File: config.mk
export PLATFORM = sky130hd
export DESIGN_NAME = irq_responder
export DESIGN_NICKNAME = d
export VERILOG_FILES = /design/src/rtl/irq_responder.sv
export SDC_FILE = /design/constraint.sdc
export NUM_CORES = 1
export LEC_CHECK = 0
export BUFFER_PORTS_ARGS = -buffer_cell sky130_fd_sc_hd__buf_2
export CAP_MARGIN = 20
export CORE_MARGIN = 3
export CORE_UTILIZATION = 61
export CTS_CLUSTER_DIAMETER = 40
export DETAILED_ROUTE_END_ITERATION = 16
export PLACE_DENSITY = 0.9
export SYNTH_ARGS = -nofsm -noshare
export SYNTH_HDL_FRONTEND = slang
export SYNTH_SLANG_ARGS = --single-unit
export TNS_END_PERCENT = 50
File: constraint.sdc
create_clock -name CLK -period 4.5 [get_ports CLK]
set_input_delay 0.675 -clock CLK [delete_from_list [all_inputs] [get_ports CLK]]
set_output_delay 0.675 -clock CLK [all_outputs]
set_load 0.02 [all_outputs]
File: src/rtl/irq_responder.sv
// Interrupt responder: debounces the IPL level, requests the CPU, serves the
// autovector during acknowledge and optionally clears the interrupt source.
module irq_responder #(
  parameter int unsigned STABLE_CNT  = 2,
  parameter int unsigned CLR_TIMEOUT = 15,
  parameter int unsigned AUTO_ACK    = 1
) (
  input  logic       CLK,
  input  logic       nRESET,
  input  logic       CLK_EN,
  input  logic       IPL0,
  input  logic       IPL1,
  input  logic [1:0] MASK,
  input  logic       IACK_STB,
  output logic       IRQ_PEND,
  output logic [1:0] INT_LEVEL,
  output logic       VEC_VALID,
  output logic [7:0] VECTOR,
  output logic       WR_ACK,
  output logic [2:0] ACK_BITS
);

  localparam logic [3:0] STABLE_N = 4'(STABLE_CNT);
  localparam logic [7:0] TMO_LAST = 8'(CLR_TIMEOUT - 1);
  localparam logic [7:0] VEC_BASE = 8'h18;

  typedef enum logic [2:0] {
    IDLE,
    PEND,
    VECT,
    ACK,
    WAIT_CLR
  } state_e;

  logic [1:0] raw;
  logic [1:0] samp_q, samp_d;
  logic [3:0] stab_q, stab_d;
  logic [1:0] flt_q, flt_d;
  state_e     state_q, state_d;
  logic [1:0] int_level_q, int_level_d;
  logic       irq_pend_q, irq_pend_d;
  logic       vec_valid_q, vec_valid_d;
  logic [7:0] vector_q, vector_d;
  logic       wr_ack_q, wr_ack_d;
  logic [2:0] ack_bits_q, ack_bits_d;
  logic [7:0] tmo_q, tmo_d;

  assign raw = {IPL1, IPL0};

  function automatic logic [2:0] ack_onehot(input logic [1:0] lvl);
    logic [2:0] oh;
    oh = '0;
    case (lvl)
      2'd3:    oh = 3'b001;
      2'd2:    oh = 3'b010;
      2'd1:    oh = 3'b100;
      default: oh = 3'b000;
    endcase
    return oh;
  endfunction

  // Level filter: stab_q counts consecutive equal samples (saturating);
  // a zero count after reset forces the first sample to start a new run.
  always_comb begin
    samp_d = samp_q;
    stab_d = stab_q;
    flt_d  = flt_q;
    if (CLK_EN) begin
      if ((raw == samp_q) && (stab_q != 4'd0)) begin
        if (stab_q < STABLE_N) begin
          stab_d = stab_q + 4'd1;
        end
      end else begin
        samp_d = raw;
        stab_d = 4'd1;
      end
      if (stab_d >= STABLE_N) begin
        flt_d = raw;
      end
    end
  end

  always_comb begin
    state_d     = state_q;
    int_level_d = int_level_q;
    irq_pend_d  = irq_pend_q;
    vec_valid_d = vec_valid_q;
    vector_d    = vector_q;
    wr_ack_d    = wr_ack_q;
    ack_bits_d  = ack_bits_q;
    tmo_d       = tmo_q;
    if (CLK_EN) begin
      case (state_q)
        IDLE: begin
          if ((flt_q != 2'd0) && (flt_q > MASK)) begin
            state_d     = PEND;
            int_level_d = flt_q;
            irq_pend_d  = 1'b1;
          end
        end
        PEND: begin
          // Acknowledge wins over cancel and over a same-cycle level raise.
          if (IACK_STB) begin
            state_d     = VECT;
            irq_pend_d  = 1'b0;
            vec_valid_d = 1'b1;
            vector_d    = VEC_BASE + 8'(int_level_q);
          end else if (flt_q <= MASK) begin
            state_d    = IDLE;
            irq_pend_d = 1'b0;
          end else if (flt_q > int_level_q) begin
            int_level_d = flt_q;
          end
        end
        VECT: begin
          state_d     = ACK;
          vec_valid_d = 1'b0;
          vector_d    = '0;
          if (AUTO_ACK != 0) begin
            wr_ack_d   = 1'b1;
            ack_bits_d = ack_onehot(int_level_q);
          end
        end
        ACK: begin
          state_d    = WAIT_CLR;
          wr_ack_d   = 1'b0;
          ack_bits_d = '0;
          tmo_d      = '0;
        end
        WAIT_CLR: begin
          if ((flt_q != int_level_q) || (tmo_q >= TMO_LAST)) begin
            state_d = IDLE;
            tmo_d   = '0;
          end else begin
            tmo_d = tmo_q + 8'd1;
          end
        end
        default: begin
          state_d = IDLE;
        end
      endcase
    end
  end

  always_ff @(posedge CLK or negedge nRESET) begin
    if (!nRESET) begin
      samp_q      <= '0;
      stab_q      <= '0;
      flt_q       <= '0;
      state_q     <= IDLE;
      int_level_q <= '0;
      irq_pend_q  <= 1'b0;
      vec_valid_q <= 1'b0;
      vector_q    <= '0;
      wr_ack_q    <= 1'b0;
      ack_bits_q  <= '0;
      tmo_q       <= '0;
    end else begin
      samp_q      <= samp_d;
      stab_q      <= stab_d;
      flt_q       <= flt_d;
      state_q     <= state_d;
      int_level_q <= int_level_d;
      irq_pend_q  <= irq_pend_d;
      vec_valid_q <= vec_valid_d;
      vector_q    <= vector_d;
      wr_ack_q    <= wr_ack_d;
      ack_bits_q  <= ack_bits_d;
      tmo_q       <= tmo_d;
    end
  end

  assign IRQ_PEND  = irq_pend_q;
  assign INT_LEVEL = int_level_q;
  assign VEC_VALID = vec_valid_q;
  assign VECTOR    = vector_q;
  assign WR_ACK    = wr_ack_q;
  assign ACK_BITS  = ack_bits_q;

endmodule

==> results.py, run 1 <==
metrics = {
    "run_status": {
        "run_status": "finished, final reports clean",
    },
    "synthesis": {
        "postSynthCellCount": 170,
        "synth_top_cell_area_share_pct": 42.8,
        "library_cell_occupying_the_most_area_in_the_post_synthesis_netlist": "dfrtp_1",
        "synth_area_mm2": 0.00170,
        "syn_area_per_cell_um2": 9.97,
        "synth.yosys.seq_area_share_pct": 42.8,
        "synth_top_cells_by_area": "dfrtp_1, ha_1, mux2_2, nand2_1, buf_4",
        "synth_register_bits": 29,
        "synth.distinct_cells": 49,
        "ys_warn_count": 0,
    },
    "global_routing": {
        "grt_pass1_vias": 1222,
        "grt_pass1_wl_mm": 5.59,
        "grt_antenna_before_repair": 0,
        "grt_util_all_layers_pct": 21.6,
        "maximum_number_of_pins_on_one_net_before_global_route_repair": 30,
        "overflow": 0,
    },
    "layout": {
        "drive_above_1_share_pct": 22.0,
        "final_cell_mix": "dfrtp_1, buf_2, nand2_1, inv_1, nor2_1",
        "multiInputGateArea_um2": 840,
        "nFillCells": 183,
        "final_standard_cell_utilization_of_the_core_pct": 70.2,
        "area.sequential_um2": 726,
        "nets_final": 202,
        "insertedDiodeCount": 0,
        "layout.cell_area.non_filler_mm2": 0.00180,
        "final_common_cell": "dfrtp_1",
        "layout-area-overhead-vs-synth_pct": 6.27,
    },
    "cts": {
        "cts-root-to-sink-buffers": 2,
        "clock_insertion_delay_worst_skew_ns": 0.33,
        "clock_tree.root_cell": "clkbuf_4",
        "post_cts_hold_buffer_count": 0,
        "postCtsResizedCells": 0,
        "cts_buffers": 5,
        "tritoncts": "built",
        "postCtsSetupBuffers": 0,
        "htreeDepth": 2,
        "numClockSinks": 29,
        "clk_transition_reported_paths_ns": 0.09,
    },
    "power": {
        "sw_frac_of_total_pct": 42.6,
        "total_switching_power_mw": 0.446,
        "cell_internal_power_mw": 0.602,
        "leakage_nw": 0.872,
        "pwr-share-seq_pct": 40.7,
        "pwr-share-clk_pct": 15.0,
        "vdd_drop_max_uv": 482,
        "power.density_cell_area_mw_per_mm2": 582,
        "power.share.combinational_pct": 44.4,
        "total_power_mw": 1.05,
    },
    "drt": {
        "detail_route.first_pass.iterations": 5,
        "vias_per_cell": 5.98,
        "drt-wirelength-per-cell_um": 15.4,
        "drt_first_iter_violations": 35,
        "vias": 1292,
        "route.antenna.remaining_nets": 0,
        "final_wirelength_mm": 3.32,
        "route.detailed.drc": 0,
    },
    "sta": {
        "timing.final.crit_share_pct": 45.0,
        "setup_skew_ns": 0.00735,
        "slew_viol_final": 0,
        "setup_repair_after_global_routing_missed_its_margin": "no",
        "fmax_ghz": 0.493,
        "setup_violations": 0,
        "timing_hold_violations_final": 0,
        "slew_headroom_pct": 57.3,
        "timing_worst_slew_pin_value_ns": 0.640,
        "whs_ns": 0.350,
        "totalNegativeSetupSlack_ns": 0,
        "finalCriticalPeriod_ns": 2.03,
    },
    "critical_path": {
        "crit_arrival_ns": 2.24,
        "ff2ff_path_depth": 6,
        "path_max_fanout": 7,
        "critical_path.reg2reg.startpoint": "INT_LEVEL[1]",
        "crit_type": "reg2reg",
        "timing.rr.end": "state_q[2]",
        "worst_r2r_setup_slack_ns": 2.47,
        "crit_path_end_kind": "register",
        "crit_path_start_kind": "register",
        "worst_setup_path_startpoint": "INT_LEVEL[1]",
        "data_required_time_at_the_worst_endpoint_ns": 4.71,
    },
    "flow_run": {
        "max_cap_violations": 0,
    },
    "die": {
        "floorplan.core_area_mm2": 0.00257,
        "design.die.area_mm2": 0.00345,
        "die_height_um": 58.7,
        "io_pins": 24,
        "die_width_um": 58.7,
        "placement_rows": 18,
        "initial_core_util_pct": 66.0,
    },
    "place": {
        "detailedPlacementHpwl_mm": 2.46,
        "placed_area_mm2": 0.00175,
        "gp_congestion": 0.940,
        "port-buffer-count": 19,
    },
    "hold_path": {
        "min_path_type": "in2async",
    },
}
through the flow:
step	std cells	setup slack, ns
finish	216	2.47
global route	216	2.41
CTS	216	2.53
detailed placement	209	2.39
global placement	209	2.43
floorplan	173	2.55
registers in the layout, summed over array words and instances, names as in the netlist, 2 cells and up:
signal	count
samp_q	2
flt_q	2
stab_q	4
ACK_BITS	3
VECTOR	3
state_q	3
tmo_q	8
INT_LEVEL	2
kinds of logic (layout without fill, tap and decap cells):
family                     after synthesis  in the layout  share of synthesized area, %
DFF                                     29             29                          42.8
AOI/OAI and AO/OA                       37             37                          16.6
and+or+nand+nor                         57             57                          18.6
other                                    1              4                         0.221
xor gates and xnor gates                 3              3                          1.55
muxes                                    9              9                          5.98
adders and majority gates                8              8                          5.90
buffers and inverters                   26             39                          8.34
power groups by stage:
stage / combinational, mW / sequential (mW) / clock [mW]
floorplan: 0.363 / 0.424 / 0
global placement: 0.428 / 0.424 / 0
global route: 0.512 / 0.442 / 0.174
detailed placement: 0.458 / 0.430 / 0
CTS: 0.465 / 0.424 / 0.160
finish: 0.465 / 0.426 / 0.157
how the worst max path moves through the flow:
stage                            end  slack (ns)
after global routing      state_q[2]        2.41
final                     state_q[2]        2.47
after floorplan           state_q[0]        2.55
after global placement    state_q[0]        2.43
after CTS                 state_q[2]        2.53
after detailed placement  state_q[0]        2.39
per-layer routing:
metal / GRT usage (%) / wire length (um)
met5: 0 / 0
met4: 8.09 / 62
met3: 7.02 / 176
met1: 27.7 / 1450
met2: 33.9 / 1630
cell usage after synthesis (all sizes together):
cell,n
and2,1
a31oi,1
o41ai,3
o221a,1
o211a,1
nand4,4
nor3,4
xnor2,1
nand2,15
nor2b,2
o21ai,10
inv,13
nor3b,2
nand3,4
mux2,6
o211ai,2
and4b,1
nor4,2
nand3b,2
conb,1
a211o,1
a41oi,1
mux2i,3
clkbuf,1
a22oi,1
nor2,12
or3,2
a2111oi,1
or3b,1
a21oi,8
o221ai,3
xor2,2
and3,2
ha,8
nor4b,2
o41a,1
dfrtp,29
and3b,1
buf,12
o21a,3
area by class of cell:
cell class                 instances  area share (%)
sequential                        29            40.3
multi-input combinational        118            46.6
clock buffer                       7            3.06
timing repair buffer              19            5.28
inverter                          13            2.71
tap                               30            2.08
worst max-delay path: stages (launching register included):
cell	delay (ns)
dfrtp_1	0.48
inv_1	0.15
ha_1	0.35
nand2_1	0.12
and4b_1	0.46
nor2_2	0.07
mux2_4	0.29
Note: power is estimated with default switching activity, not from simulation.
==> run 2: changes to the inputs <==
Settings changed: CORE_UTILIZATION 61 to 56, PLACE_DENSITY 0.9 to 0.84.
Clock period 4.5 ns to 2.1 ns, I/O delays scaled along.
==> results.py, run 2 (synthesis results as in run 1) <==
metrics = {
    "hold_path": {
        "min_path_type": "in2async",
    },
    "layout": {
        "flip_flop_count_of_the_largest_register_all_copies_and_words_added": 8,
        "largest_register": "tmo_q",
        "drive_above_1_share_pct": 23.0,
        "layout-area-overhead-vs-synth_pct": 7.23,
        "nets_final": 202,
        "layout.cell_area.non_filler_mm2": 0.00182,
        "insertedDiodeCount": 0,
        "final_cell_mix": "dfrtp_1, buf_2, nand2_1, inv_1, nor2_1",
        "final_common_cell": "dfrtp_1",
        "nFillCells": 224,
        "layout_top_registers": "tmo_q (8), stab_q (4)",
        "layoutNonFillerInstCount": 218,
    },
    "place": {
        "detailedPlacementHpwl_mm": 2.38,
        "gp_congestion": 0.836,
        "placed_cells_incl_taps": 210,
        "placed_area_mm2": 0.00175,
        "detailedPlace.worstSlack_ns": 0.233,
        "port-buffer-count": 19,
    },
    "global_routing": {
        "grt_antenna_before_repair": 0,
        "met2_resource_use_gr_pct": 35.2,
        "grt_pass1_vias": 1313,
        "grt_busiest_layer": "met2",
        "maximum_number_of_pins_on_one_net_before_global_route_repair": 30,
        "grtUsageMet3_pct": 6.29,
        "grt_pass1_wl_mm": 5.64,
        "grt_util_all_layers_pct": 20.7,
        "grt.met1_usage_pct": 24.0,
        "overflow": 0,
    },
    "sta": {
        "totalNegativeSetupSlack_ns": 0,
        "timing_worst_slew_pin_value_ns": 0.652,
        "finalCriticalPeriod_ns": 1.93,
        "timing.final.crit_share_pct": 91.9,
        "slew_viol_final": 0,
        "slew_headroom_pct": 56.6,
        "fmax_ghz": 0.518,
        "timing_hold_violations_final": 10,
        "setup_violations": 0,
        "whs_ns": -0.0120,
        "timing.final.ws_setup_ns": 0.171,
        "setup_skew_ns": 0.00909,
        "setup_repair_after_global_routing_missed_its_margin": "no",
    },
    "power": {
        "power.density_cell_area_mw_per_mm2": 1250,
        "leakage_nw": 0.882,
        "vdd_drop_max_uv": 650,
    },
    "critical_path": {
        "crit_arrival_ns": 2.15,
        "data_required_time_at_the_worst_endpoint_ns": 2.32,
        "crit_path_start_kind": "register",
        "path_max_fanout": 7,
        "crit_type": "reg2reg",
        "crit_path_end_kind": "register",
    },
    "cts": {
        "tritoncts": "built",
        "postCtsResizedCells": 0,
        "numClockSinks": 29,
        "htreeDepth": 2,
        "clock_tree.root_cell": "clkbuf_4",
        "clock_insertion_delay_worst_skew_ns": 0.33,
        "post_cts_hold_buffer_count": 0,
        "clk_transition_reported_paths_ns": 0.09,
        "postCtsSetupBuffers": 0,
        "cts_buffers": 5,
        "cts-root-to-sink-buffers": 2,
    },
    "die": {
        "io_pins": 24,
        "floorplan.core_area_mm2": 0.00283,
        "die_height_um": 61.0,
        "placement_rows": 19,
        "design.die.area_mm2": 0.00372,
        "die_width_um": 61.0,
        "initial_core_util_pct": 59.9,
    },
    "drt": {
        "vias": 1331,
        "route.antenna.remaining_nets": 0,
        "final_wirelength_mm": 3.19,
        "vias_per_cell": 6.11,
        "drt_first_iter_violations": 60,
        "drt-wirelength-per-cell_um": 14.6,
        "detail_route.first_pass.iterations": 4,
        "route.detailed.drc": 0,
    },
    "run_status": {
        "run_status": "complete, but fails checks",
        "violations": "hold timing",
    },
    "flow_run": {
        "max_cap_violations": 0,
    },
}
-- run 2: cell types whose count changed in the layout (fill, tap and decap cells not counted) --
cell and delta:
clkbuf_1 -1, clkbuf_8 +1, clkinv_2 +1
-- run 2: critical path, stage by stage (launching register included) --
cell and delay [ns]:
dfrtp_1 0.47, inv_1 0.13, ha_1 0.32, nand2_1 0.09, and4b_1 0.44, nor2_2 0.07
mux2_4 0.30
-- run 2: power by group --
group          total [mW]  internal, mW  switching (mW)  leakage [nW]
registers           0.913         0.707           0.206         0.359
clock network       0.385         0.194           0.191        0.0413
logic               0.972         0.421           0.551         0.482
total                2.27          1.32           0.948         0.882
-- run 2: final timing paths --
kind | slack [ns] | end | from | cells after the start
setup / recovery | 0.17 | state_q[2] | INT_LEVEL[1] | 6
hold / removal | -0.01 | ACK_BITS[2] | nRESET | 1
setup reg to reg | 0.17 | state_q[2] | INT_LEVEL[1] | 6
hold reg to reg | 0.49 | ACK_BITS[1] | ACK_BITS[1] | 2
max in group asynchronous | 1.69 | tmo_q[7] | nRESET | 1
min in group CLK | 0.26 | flt_q[0] | IPL0 | 2
-- run 2: final cells by class --
cell class	instances	area [um^2]	share of cell area (%)
clock buffer	7	65.1	3.58
clock inverter	1	5.00	0.275
inverter	13	48.8	2.68
multi-input combinational	118	840	46.2
sequential	29	726	39.9
tap	31	38.8	2.13
timing repair buffer	19	95.1	5.23
-- run 2: metrics by stage --
step | hold slack [ns] | utilization, % | total power [mW]
CTS | 0.00000849 | 64.3 | 2.28
global placement | 0.362 | 61.8 | 1.83
finish | -0.0120 | 64.3 | 2.27
floorplan | 0.0194 | - | 1.69
global route | 0.0165 | 64.3 | 2.46
detailed placement | 0.369 | 61.8 | 1.89
-- run 2: layer usage --
layer / part of all wire (%) / wire length [um] / vias up
met5: 0 / 0 / -
met1: 43 / 1370 / 652
met4: 1.9 / 60 / 0
met3: 5.9 / 189 / 5
li1: - / - / 635
met2: 49 / 1580 / 39
==> run 3: changes to the inputs <==
Settings changed: BUFFER_PORTS_ARGS -buffer_cell sky130_fd_sc_hd__buf_2 to unset, CORE_ASPECT_RATIO set to 2, CORE_UTILIZATION 56 to 62, DONT_BUFFER_PORTS set to 1, PLACE_DENSITY 0.84 to 0.89.
==> results.py, run 3 (synthesis results as in run 1) <==
metrics = {
    "run_status": {
        "run_status": "finished, final reports clean",
    },
    "critical_path": {
        "crit_arrival_ns": 1.97,
        "crit_path_max_incr_delay_ns": 0.45,
        "timing.rr.end": "state_q[2]",
        "ff2ff_path_depth": 6,
        "worst_r2r_setup_slack_ns": 0.30,
        "crit_type": "reg2reg",
        "crit_chain": "inv_1 -> ha_1 -> nand2_1 -> and4b_1 -> nor2_2 -> mux2_4",
        "crit_path_start_kind": "register",
        "crit_path_end_kind": "register",
        "critical_path.reg2reg.startpoint": "flt_q[0]",
        "data_required_time_at_the_worst_endpoint_ns": 2.27,
        "path_max_fanout": 7,
        "slowest_stage": "and4b_1",
    },
    "die": {
        "initial_core_util_pct": 66.0,
        "floorplan.core_area_mm2": 0.00257,
        "die_width_um": 43.0,
        "die_height_um": 80.0,
        "placement_rows": 26,
        "design.die.area_mm2": 0.00344,
        "io_pins": 24,
    },
    "cts": {
        "numClockSinks": 29,
        "clk_transition_reported_paths_ns": 0.06,
        "htreeDepth": 2,
        "cts-root-to-sink-buffers": 2,
        "cts_buffers": 5,
        "clock_insertion_delay_worst_skew_ns": 0.28,
        "tritoncts": "built",
        "clock_tree.root_cell": "clkbuf_8",
    },
    "hold_path": {
        "holdPathEnd": "stab_q[1]",
        "holdPathStages": 1,
        "min_path_type": "in2reg",
        "hold_path_origin": "CLK_EN",
    },
    "global_routing": {
        "grt_antenna_before_repair": 0,
        "grt_util_all_layers_pct": 23.2,
        "maximum_number_of_pins_on_one_net_before_global_route_repair": 30,
        "grt_pass1_wl_mm": 6.03,
        "overflow": 0,
        "grt_pass1_vias": 1369,
    },
    "layout": {
        "insertedDiodeCount": 0,
        "layout-area-overhead-vs-synth_pct": 7.23,
        "layout_top_registers": "tmo_q (8), stab_q (4)",
        "drive_above_1_share_pct": 15.6,
        "nets_final": 188,
        "area.sequential_um2": 726,
        "nFillCells": 194,
        "largest_register": "tmo_q",
        "multiInputGateArea_um2": 840,
        "flip_flop_count_of_the_largest_register_all_copies_and_words_added": 8,
        "final_cell_mix": "dfrtp_1, nand2_1, inv_1, nor2_1",
        "final_common_cell": "dfrtp_1",
    },
    "sta": {
        "timing_worst_slew_pin_value_ns": 0.549,
        "finalCriticalPeriod_ns": 1.80,
        "setup_repair_after_global_routing_missed_its_margin": "no",
        "setup_violations": 0,
        "slew_viol_final": 0,
        "timing.final.crit_share_pct": 85.8,
        "setup_skew_ns": 0.00638,
        "timing_hold_violations_final": 0,
        "timing.final.ws_setup_ns": 0.297,
        "totalNegativeSetupSlack_ns": 0,
        "slew_headroom_pct": 63.4,
        "fmax_ghz": 0.555,
    },
    "power": {
        "power.density_cell_area_mw_per_mm2": 1340,
        "vdd_drop_max_uv": 1020,
        "leakage_nw": 0.857,
    },
    "place": {
        "port-buffer-count": 0,
        "gp_congestion": 0.933,
        "detailedPlacementHpwl_mm": 2.64,
        "detailedPlace.worstSlack_ns": 0.303,
    },
    "drt": {
        "route.antenna.remaining_nets": 0,
        "route.detailed.drc": 0,
        "vias": 1266,
        "drt-wirelength-per-cell_um": 16.9,
        "drt_first_iter_violations": 22,
        "vias_per_cell": 6.30,
        "final_wirelength_mm": 3.40,
        "detail_route.first_pass.iterations": 4,
    },
    "flow_run": {
        "max_cap_violations": 0,
    },
}
-- run 3: cell count changes in the layout (fill, tap and decap cells not counted), moves of 3 or more --
cell and change:
clkbuf_8 +4, buf_4 +3, clkbuf_4 -5, buf_2 -19
-- run 3: worst max-delay path by stage --
stage / slack (ns) / start / cells after the start / to
floorplan: 0.22 / INT_LEVEL[1] / 7 / state_q[0]
global placement: 0.36 / flt_q[1] / 5 / state_q[0]
detailed placement: 0.30 / flt_q[0] / 6 / state_q[2]
CTS: 0.30 / flt_q[0] / 6 / state_q[2]
global route: 0.19 / flt_q[0] / 6 / state_q[0]
finish: 0.30 / flt_q[0] / 6 / state_q[2]
-- run 3: metal layers --
layer	global-route usage, %	vias up	routed length [um]	part of all wire, %
met5	0	-	0	0
met4	11.8	0	108	3.2
met3	5.42	12	141	4.2
met2	41.1	29	1930	57
met1	24.8	624	1220	36
li1	-	601	-	-
-- run 3: critical path, delay by kind of cell, from the launching register on --
family / cells / cell delay, ns
AND/OR/NAND/NOR: 3 / 0.60
adder cells (fa/ha/maj): 1 / 0.28
buffers and inverters: 1 / 0.11
multiplexers: 1 / 0.29
flip-flops: 1 / 0.41
-- run 3: layout make-up --
type	count	area share, %
sequential	29	39.9
inverter	13	2.68
timing repair buffer	5	2.89
tap	28	1.93
clock buffer	7	4.75
multi-input combinational	118	46.2
clock inverter	1	1.65
-- run 3: power breakdown --
| part | switching, mW | internal [mW] | total, mW |
|---|---|---|---|
| Combinational | 0.458 | 0.386 | 0.845 |
| Clock | 0.204 | 0.386 | 0.590 |
| Sequential | 0.290 | 0.708 | 0.998 |
-- run 3: metrics by stage --
| stage | std cells | hold slack [ns] | utilization, % | area (um^2) | power [mW] |
|---|---|---|---|---|---|
| 5_1_grt | 201 | 0.111 | 70.7 | 1820 | 2.61 |
| 4_1_cts | 201 | 0.118 | 70.7 | 1820 | 2.45 |
| 2_1_floorplan | 173 | 0.0194 | - | 1710 | 1.69 |
| 3_3_place_gp | 191 | 0.0200 | 65.0 | 1670 | 1.78 |
| 3_5_place_dp | 191 | 0.0200 | 65.0 | 1670 | 1.84 |
| 6_report | 201 | 0.120 | 70.7 | 1820 | 2.43 |
-- run 3: repair_timing --
item,4_1_cts,5_1_grt
hold buffers,2,0
endpoints found under the hold margin,29,0
gates resized for setup,0,0
buffers inserted,0,0
